===== config.mk =====
export PLATFORM = sky130hd
export DESIGN_NAME = serial_subtractor_flat
export DESIGN_NICKNAME = d
export VERILOG_FILES = /design/src/rtl/serial_subtractor_if.sv /design/src/rtl/serial_subtractor.sv /design/src/flat_wrapper.sv
export SDC_FILE = /design/constraint.sdc
export NUM_CORES = 1
export LEC_CHECK = 0
export ABC_AREA = 1
export CORE_MARGIN = 2
export CORE_UTILIZATION = 30
export CTS_BUF_LIST = sky130_fd_sc_hd__clkbuf_4 sky130_fd_sc_hd__clkbuf_8 sky130_fd_sc_hd__clkbuf_16
export DETAILED_ROUTE_END_ITERATION = 6
export PLACE_DENSITY = 0.51
export SYNTH_ARGS = -nofsm -noshare
export SYNTH_HDL_FRONTEND = slang
export SYNTH_SLANG_ARGS = --single-unit

===== constraint.sdc =====
create_clock -name clk -period 1.2 [get_ports clk]
set_input_delay 0.24 -clock clk [delete_from_list [all_inputs] [get_ports clk]]
set_output_delay 0.24 -clock clk [all_outputs]
set_load 0.1 [all_outputs]

===== src/rtl/serial_subtractor_if.sv =====
// Start/busy/done handshake and operand/result bus for serial_subtractor.
// Carries the ovf result only when SERIAL_SUBTRACTOR_OVERFLOW_EN is defined.
interface serial_subtractor_if #(
  parameter int WIDTH = 8
);
  logic             start;
  logic [WIDTH-1:0] a;
  logic [WIDTH-1:0] b;
  logic             busy;
  logic             done;
  logic [WIDTH-1:0] diff;
  logic             borrow;
`ifdef SERIAL_SUBTRACTOR_OVERFLOW_EN
  logic             ovf;

  modport master (output start, a, b, input busy, done, diff, borrow, ovf);
  modport slave  (input start, a, b, output busy, done, diff, borrow, ovf);
`else
  modport master (output start, a, b, input busy, done, diff, borrow);
  modport slave  (input start, a, b, output busy, done, diff, borrow);
`endif
endinterface


===== src/rtl/serial_subtractor.sv =====
// Bit-serial a - b, LSB first, one full-subtractor cell plus a borrow flop.
// Optional signed-overflow output enabled by SERIAL_SUBTRACTOR_OVERFLOW_EN.
module serial_subtractor #(
  parameter int WIDTH = 8
) (
  input  logic                clk,
  input  logic                rst_n,
  serial_subtractor_if.slave  bus
);

  localparam int CW = (WIDTH > 2) ? $clog2(WIDTH) : 1;
  localparam logic [CW-1:0] CNT_LAST = CW'(WIDTH - 1);

  localparam logic [1:0] ST_IDLE  = 2'd0;
  localparam logic [1:0] ST_SHIFT = 2'd1;
  localparam logic [1:0] ST_DONE  = 2'd2;

  // Returns {borrow_out, difference} of x - y - bin.
  function automatic logic [1:0] full_sub(input logic x, input logic y, input logic bin);
    logic d;
    logic bout;
    d    = x ^ y ^ bin;
    bout = (~x & y) | (~(x ^ y) & bin);
    return {bout, d};
  endfunction

  logic [1:0]       state_q, state_d;
  logic [WIDTH-1:0] a_sr_q, a_sr_d;
  logic [WIDTH-1:0] b_sr_q, b_sr_d;
  logic [WIDTH-1:0] res_q, res_d;
  logic [WIDTH-1:0] diff_q, diff_d;
  logic [CW-1:0]    cnt_q, cnt_d;
  logic             br_q, br_d;
  logic             busy_q, busy_d;
  logic             done_q, done_d;
  logic             borrow_q, borrow_d;
  logic [1:0]       cell_s;
`ifdef SERIAL_SUBTRACTOR_OVERFLOW_EN
  logic             a_msb_q, a_msb_d;
  logic             b_msb_q, b_msb_d;
  logic             ovf_q, ovf_d;
`endif

  assign cell_s = full_sub(a_sr_q[0], b_sr_q[0], br_q);

  // Next-state, datapath and output-register logic.
  always_comb begin
    state_d  = state_q;
    a_sr_d   = a_sr_q;
    b_sr_d   = b_sr_q;
    res_d    = res_q;
    diff_d   = diff_q;
    cnt_d    = cnt_q;
    br_d     = br_q;
    borrow_d = borrow_q;
`ifdef SERIAL_SUBTRACTOR_OVERFLOW_EN
    a_msb_d  = a_msb_q;
    b_msb_d  = b_msb_q;
    ovf_d    = ovf_q;
`endif
    // Visible flags trail the internal state by one edge so busy covers
    // exactly the WIDTH bit-cycles and done lands on the result update.
    busy_d   = (state_q == ST_SHIFT);
    done_d   = (state_q == ST_DONE);

    case (state_q)
      ST_IDLE: begin
        if (bus.start) begin
          state_d = ST_SHIFT;
          a_sr_d  = bus.a;
          b_sr_d  = bus.b;
          br_d    = 1'b0;
          cnt_d   = {CW{1'b0}};
`ifdef SERIAL_SUBTRACTOR_OVERFLOW_EN
          a_msb_d = bus.a[WIDTH-1];
          b_msb_d = bus.b[WIDTH-1];
`endif
        end else begin
          state_d = ST_IDLE;
        end
      end
      ST_SHIFT: begin
        res_d  = {cell_s[0], res_q[WIDTH-1:1]};
        a_sr_d = {1'b0, a_sr_q[WIDTH-1:1]};
        b_sr_d = {1'b0, b_sr_q[WIDTH-1:1]};
        br_d   = cell_s[1];
        cnt_d  = cnt_q + {{(CW-1){1'b0}}, 1'b1};
        if (cnt_q == CNT_LAST) begin
          state_d = ST_DONE;
        end else begin
          state_d = ST_SHIFT;
        end
      end
      ST_DONE: begin
        diff_d   = res_q;
        borrow_d = br_q;
`ifdef SERIAL_SUBTRACTOR_OVERFLOW_EN
        ovf_d    = (a_msb_q != b_msb_q) && (res_q[WIDTH-1] != a_msb_q);
`endif
        if (bus.start) begin
          state_d = ST_SHIFT;
          a_sr_d  = bus.a;
          b_sr_d  = bus.b;
          br_d    = 1'b0;
          cnt_d   = {CW{1'b0}};
`ifdef SERIAL_SUBTRACTOR_OVERFLOW_EN
          a_msb_d = bus.a[WIDTH-1];
          b_msb_d = bus.b[WIDTH-1];
`endif
        end else begin
          state_d = ST_IDLE;
        end
      end
      default: begin
        state_d = ST_IDLE;
      end
    endcase
  end

  // State and output registers with synchronous active-low reset.
  always_ff @(posedge clk) begin
    if (!rst_n) begin
      state_q  <= ST_IDLE;
      a_sr_q   <= {WIDTH{1'b0}};
      b_sr_q   <= {WIDTH{1'b0}};
      res_q    <= {WIDTH{1'b0}};
      diff_q   <= {WIDTH{1'b0}};
      cnt_q    <= {CW{1'b0}};
      br_q     <= 1'b0;
      busy_q   <= 1'b0;
      done_q   <= 1'b0;
      borrow_q <= 1'b0;
`ifdef SERIAL_SUBTRACTOR_OVERFLOW_EN
      a_msb_q  <= 1'b0;
      b_msb_q  <= 1'b0;
      ovf_q    <= 1'b0;
`endif
    end else begin
      state_q  <= state_d;
      a_sr_q   <= a_sr_d;
      b_sr_q   <= b_sr_d;
      res_q    <= res_d;
      diff_q   <= diff_d;
      cnt_q    <= cnt_d;
      br_q     <= br_d;
      busy_q   <= busy_d;
      done_q   <= done_d;
      borrow_q <= borrow_d;
`ifdef SERIAL_SUBTRACTOR_OVERFLOW_EN
      a_msb_q  <= a_msb_d;
      b_msb_q  <= b_msb_d;
      ovf_q    <= ovf_d;
`endif
    end
  end

  assign bus.busy   = busy_q;
  assign bus.done   = done_q;
  assign bus.diff   = diff_q;
  assign bus.borrow = borrow_q;
`ifdef SERIAL_SUBTRACTOR_OVERFLOW_EN
  assign bus.ovf    = ovf_q;
`endif

endmodule

===== src/flat_wrapper.sv =====
// flat-port wrapper written by rule: the top's interface ports become plain ports
module serial_subtractor_flat 
#(
  parameter int WIDTH = 8
)
  (clk, rst_n, bus_start, bus_a, bus_b, bus_busy, bus_done, bus_diff, bus_borrow);
  serial_subtractor_if #(.WIDTH(WIDTH)) bus_i ();
  input  logic clk;
  input  logic rst_n;
  input wire logic [$bits(bus_i.start)-1:0] bus_start;
  input wire logic [$bits(bus_i.a)-1:0] bus_a;
  input wire logic [$bits(bus_i.b)-1:0] bus_b;
  output wire logic [$bits(bus_i.busy)-1:0] bus_busy;
  output wire logic [$bits(bus_i.done)-1:0] bus_done;
  output wire logic [$bits(bus_i.diff)-1:0] bus_diff;
  output wire logic [$bits(bus_i.borrow)-1:0] bus_borrow;
  assign bus_i.start = bus_start;
  assign bus_i.a = bus_a;
  assign bus_i.b = bus_b;
  assign bus_busy = bus_i.busy;
  assign bus_done = bus_i.done;
  assign bus_diff = bus_i.diff;
  assign bus_borrow = bus_i.borrow;
  serial_subtractor #(.WIDTH(WIDTH)) u_core (.clk(clk), .rst_n(rst_n), .bus(bus_i));
endmodule

# Word-level counts from Yosys, hierarchy flattened
# Index checks and enable logic that the tools add are counted.
# word_totals
reg_bits	41
latchBits	0
mem_bits_rw	0
mem_bits_ro	0
input_bits	19
out_inout_bits	11
wordCells	37
mem_count	0
# op_classes
addsub	1
multipliers	0
n_div	0
magnitude_cmp	0
n_eq_ne	4
shifts	0
n_mux	11
bitwise	7
n_reduce_logical	4
# op_table
operator	count
$pmux W8 S2	2
$mux W8	2
$pmux W3 S2	1
$pmux W2 S2	1
$add A3 B1 Y3 const B	1
$eq A3 B3 Y1 const B	1
$mux W3	1
$and A1 B1 Y1	2
$eq A2 B1 Y1 const B	1
$eq A2 B2 Y1 const B	1
$logic_not A2 Y1	1
$mux W1	2
$mux W2	1
$ne A2 B1 Y1 const B	1
$not A1 Y1	2
$pmux W1 S2	1
$reduce_and A2 Y1	1
$reduce_bool A2 Y1	1
$reduce_or A2 Y1	1
$xor A1 B1 Y1	2
$or A1 B1 Y1	1

# Longest topological paths before layout
# logic_depth
word_depth	5
depth_mapped	8
depth_no_buf	6

# Worst setup path before layout
# Ideal clock, no wire load.
# synth_path
path_type	register -> register
start	register, netlist name u_core.bus.borrow
end	register u_core.borrow_q, in the netlist u_core.bus.borrow
setup_ps	65
arrival_ps	1142
required_ps	1135
setup_slack_ps	-7
stages_incl_launch_ff	3
n_path_buf	0
synth_period_minus_slack_ps	1207
cell_sequence	dfxtp_1 > nor2_1 > nor2_1
# synth_rtl
element	line_no	rtl
end signal, assigned	serial_subtractor.sv:148	borrow_q <= borrow_d;
end, declared	serial_subtractor.sv:36	logic borrow_q, borrow_d;

# Worst setup path in the final report
# layout_path
start	register u_core.a_sr_q[0]
end	register u_core.res_q[7]
# layout_via
elab_chain_len	2
# layout_rtl
element	line_no	rtl
start, declared	serial_subtractor.sv:28	logic [WIDTH-1:0] a_sr_q, a_sr_d;
start signal, assigned	serial_subtractor.sv:124	a_sr_q <= {WIDTH{1'b0}};
start signal, assigned	serial_subtractor.sv:140	a_sr_q <= a_sr_d;
$xor A1 B1 Y1 (2 in series)	serial_subtractor.sv:22	d = x ^ y ^ bin;
end signal, assigned	serial_subtractor.sv:126	res_q <= {WIDTH{1'b0}};
end signal, assigned	serial_subtractor.sv:142	res_q <= res_d;
end, declared	serial_subtractor.sv:30	logic [WIDTH-1:0] res_q, res_d;
# No other way between the ends.
# A chain may end at the register's enable or synchronous reset.

==> results.md <==
* Most frequent CP cell: nand2_1
* Fin crit share at 92.6%
* Crit path cell chain: inv_1 > fa_1 > nand2_1 > nand2_1 > nor2_1
* CP max stage delay at 0.50 ns
* Via count at around 1.6k
* Layout Nets at 316
* Largest net degree at the start of global routing at 17
* DR DRC count at 0
* Placed instance count at ~360
* Ys flop type: dfxtp_1
* Critical R2R Launch: u_core.a_sr_q[0]$_SDFFE_PN0P_
* Critical R2R Capture: u_core.res_q[7]$_SDFFE_PN0P_
* Drt first pass iters at 4
* Setup TNS at 0 ns
* Die height at 82.8 microns
* Hold Vio Cnt, Final at 0
* Setup crit end kind: flop
* P_sw at around 0.00093 W
* Overflow after GRT at 0
* Core Area at roughly 6000 sq um
* CTS Buffer Depth at 2
* Peak Freq at 900 MHz
* Post-synthesis cell count at around 260
* Global-route wire length before repair at 6470 microns
* Vias in the first global route at 1482
* Final WL at 3660 microns
* Fillers at 620
* Syn Area/Cell at ~7.2 sq um
* Clock buffer count from CTS at 5
* Flop2flop setup slack at 0.09 ns
* Syn nets at 279
* WL/cell at 9.88 microns
* Maximum VDD drop at 0.000538 V
* Ys Warns at 0
* Register area share after synthesis at 44.1%
* Internal at around 0.0024 W
* PnR Total Power at around 0.0033 W
* Synth Cell Area at 1860 sq um
* Vias per cell at 4.20
* Crit path max fanout at 2
* PwrDens at approximately 1300 nW/um^2
* CTS clock-pin slew for the worst setup and hold paths at 0.08 ns
* Fraction of layout cells with a size suffix above 1 at 23.7%
* Antenna Cells at 0
* Tightest Pin Transition at 0.263 ns
* Placer Congestion at 0.750
* Yosys reg bits at slightly above 40
* Horiz. Die Dim at 82.8 microns
* Worst EP required at 1.40 ns
* Clock skew at 0.00759 ns
* Max_slew headroom at between 80% and 90%
* DP Wirelength at approximately 2700 microns
* I/O Pins at 30
* Tightest Hold Check Type: flop to flop
* Area delta synth->final at 35.6%
* Port buffer count at 29
* Initial core utilization at between 30% and 40%
* Commonest cells after routing, fill and taps aside: nand2_1, nor2_1, dfxtp_1, o21ai_0, nor2_2
* Unrepaired setup endpoints after global routing: no
* Most common cell after layout, fill and taps aside: nand2_1
* Status: finished, final reports clean
* Number of synthesized flops with an enable pin at 0
* Comb pwr share at 20.4%
* Startpoint types: flop
* Row Count at 28
* Crit path capture: u_core.res_q[7]$_SDFFE_PN0P_
* WP data arrival at 1.31 ns
* CTS H-tree depth at 2
* CTS tree: built
* Sink Count at 41
* Die area at 6850 sq um
* Post-synth ARST share at 0%
* DRT iter0 DRCs at 43
* Post-Layout Cell Count at 370
* Routed Antenna Nets at 0
* Max-cap viol count at 0
* Seq pwr share at 46.1%
* Root Driver: clkbuf_8
* Clock share of power at 33.5%
* Switching share of power at 28.0%
* # setup viols final at 0
* Min Clock Period, post-route at 1.11 ns
* Initial antenna violation count at 0
* Leakage Power at approximately 1.1 nW
* CP max stage cell: fa_1
* Reg2Reg Depth at 5
* GRT Total Usage at 12.5%
* Hold Buf Count CTS at 0
* Worst setup path start: u_core.a_sr_q[0]$_SDFFE_PN0P_
* Slew Limit Fails at 0
* Critical path type: flop to flop
* Clock latency on the worst-skew pair at 0.29 ns
* Synth unique cells at 23
power groups by stage:
stage                     sequential (W)  clock [W]  combinational [W]
after floorplan                  0.00156          0           0.000491
after global placement           0.00157          0           0.000683
after detailed placement         0.00157          0           0.000690
after CTS                        0.00153    0.00116           0.000694
after global routing             0.00155    0.00123           0.000778
final                            0.00153    0.00112           0.000680
kinds of logic (layout without fill, tap and decap cells):
family | count (synthesis) | in the layout | share of synthesized area (%)
AOI/OAI and AO/OA | 23 | 23 | 6.59
adders and majority gates | 3 | 3 | 2.42
buffers and inverters | 35 | 73 | 10.5
DFF | 41 | 41 | 44.1
and+or+nand+nor | 155 | 155 | 36.4
layer usage:
layer	up-vias	routed length, microns	track usage (%)
met1	660	1740	14.8
met3	5	162	3.90
met2	33	1710	21.8
met4	0	48	3.93
li1	855	-	-
met5	-	0	0
worst max-delay path: cells and delay by family (launching register included):
kind	cells	cell delay, ns
buf+inv	1	0.06
fa+ha+maj	1	0.50
simple gates	3	0.14
flops	1	0.32
how the worst min path moves through the flow:
stage,slack [ns],startpoint,cells past startpoint,to
6_report,0.47,u_core.cnt_q[1]$_SDFFE_PN0P_,2,u_core.cnt_q[1]$_SDFFE_PN0P_
3_3_place_gp,0.45,u_core.cnt_q[1]$_SDFFE_PN0P_,2,u_core.cnt_q[1]$_SDFFE_PN0P_
4_1_cts,0.47,u_core.cnt_q[1]$_SDFFE_PN0P_,2,u_core.cnt_q[1]$_SDFFE_PN0P_
3_5_place_dp,0.46,u_core.cnt_q[1]$_SDFFE_PN0P_,2,u_core.cnt_q[1]$_SDFFE_PN0P_
2_1_floorplan,0.38,bus_a[7],2,u_core.a_sr_q[7]$_SDFFE_PN0P_
5_1_grt,0.50,u_core.cnt_q[1]$_SDFFE_PN0P_,2,u_core.cnt_q[1]$_SDFFE_PN0P_
repair_timing:
action / CTS / global route
setup endpoints to repair: 0 / 11
buffers inserted: 0 / 0
gates resized for setup: 0 / 2
synthesized netlist by cell type, types with 2 or more instances:
| master | n | area share, % |
|---|---|---|
| dfxtp_1 | 41 | 44 |
| o21ai_0 | 21 | 5.6 |
| inv_1 | 19 | 3.8 |
| buf_2 | 4 | 1.1 |
| buf_6 | 3 | 1.8 |
| nand2_1 | 68 | 14 |
| nand3_1 | 16 | 4.3 |
| nor2_1 | 48 | 9.7 |
| ha_1 | 2 | 1.3 |
| buf_4 | 3 | 1.2 |
| nor2_2 | 20 | 6.7 |
stage by stage:
stage | area, sq um | hold WS, ns | util (%) | setup WS (ns)
4_1_cts | 2520 | 0.469 | 42.3 | 0.00821
2_1_floorplan | 1870 | 0.379 | - | 0.0510
5_1_grt | 2520 | 0.504 | 42.4 | 0.00382
3_3_place_gp | 2400 | 0.448 | 40.4 | -0.155
6_report | 2520 | 0.469 | 42.4 | 0.0893
3_5_place_dp | 2400 | 0.458 | 40.4 | -0.166
layout make-up:
class,instances,area [sq um],area share [%]
Inverter,22,93.8,3.72
Clock inverter,3,46.3,1.83
Clock buffer,5,68.8,2.73
Multi-Input combinational cell,181,846,33.5
Timing Repair Buffer,43,543,21.5
Tap cell,75,93.8,3.72
Sequential cell,41,833,33.0
registers in the layout, summed over array words and instances, names as in the netlist:
name,count
u_core.a_sr_q,8
u_core.b_sr_q,8
u_core.bus.diff,8
u_core.res_q,8
u_core.cnt_q,3
u_core.state_q,2
u_core.br_q,1
u_core.bus.borrow,1
u_core.bus.busy,1
u_core.bus.done,1
Power figures use the tool's default switching activity.
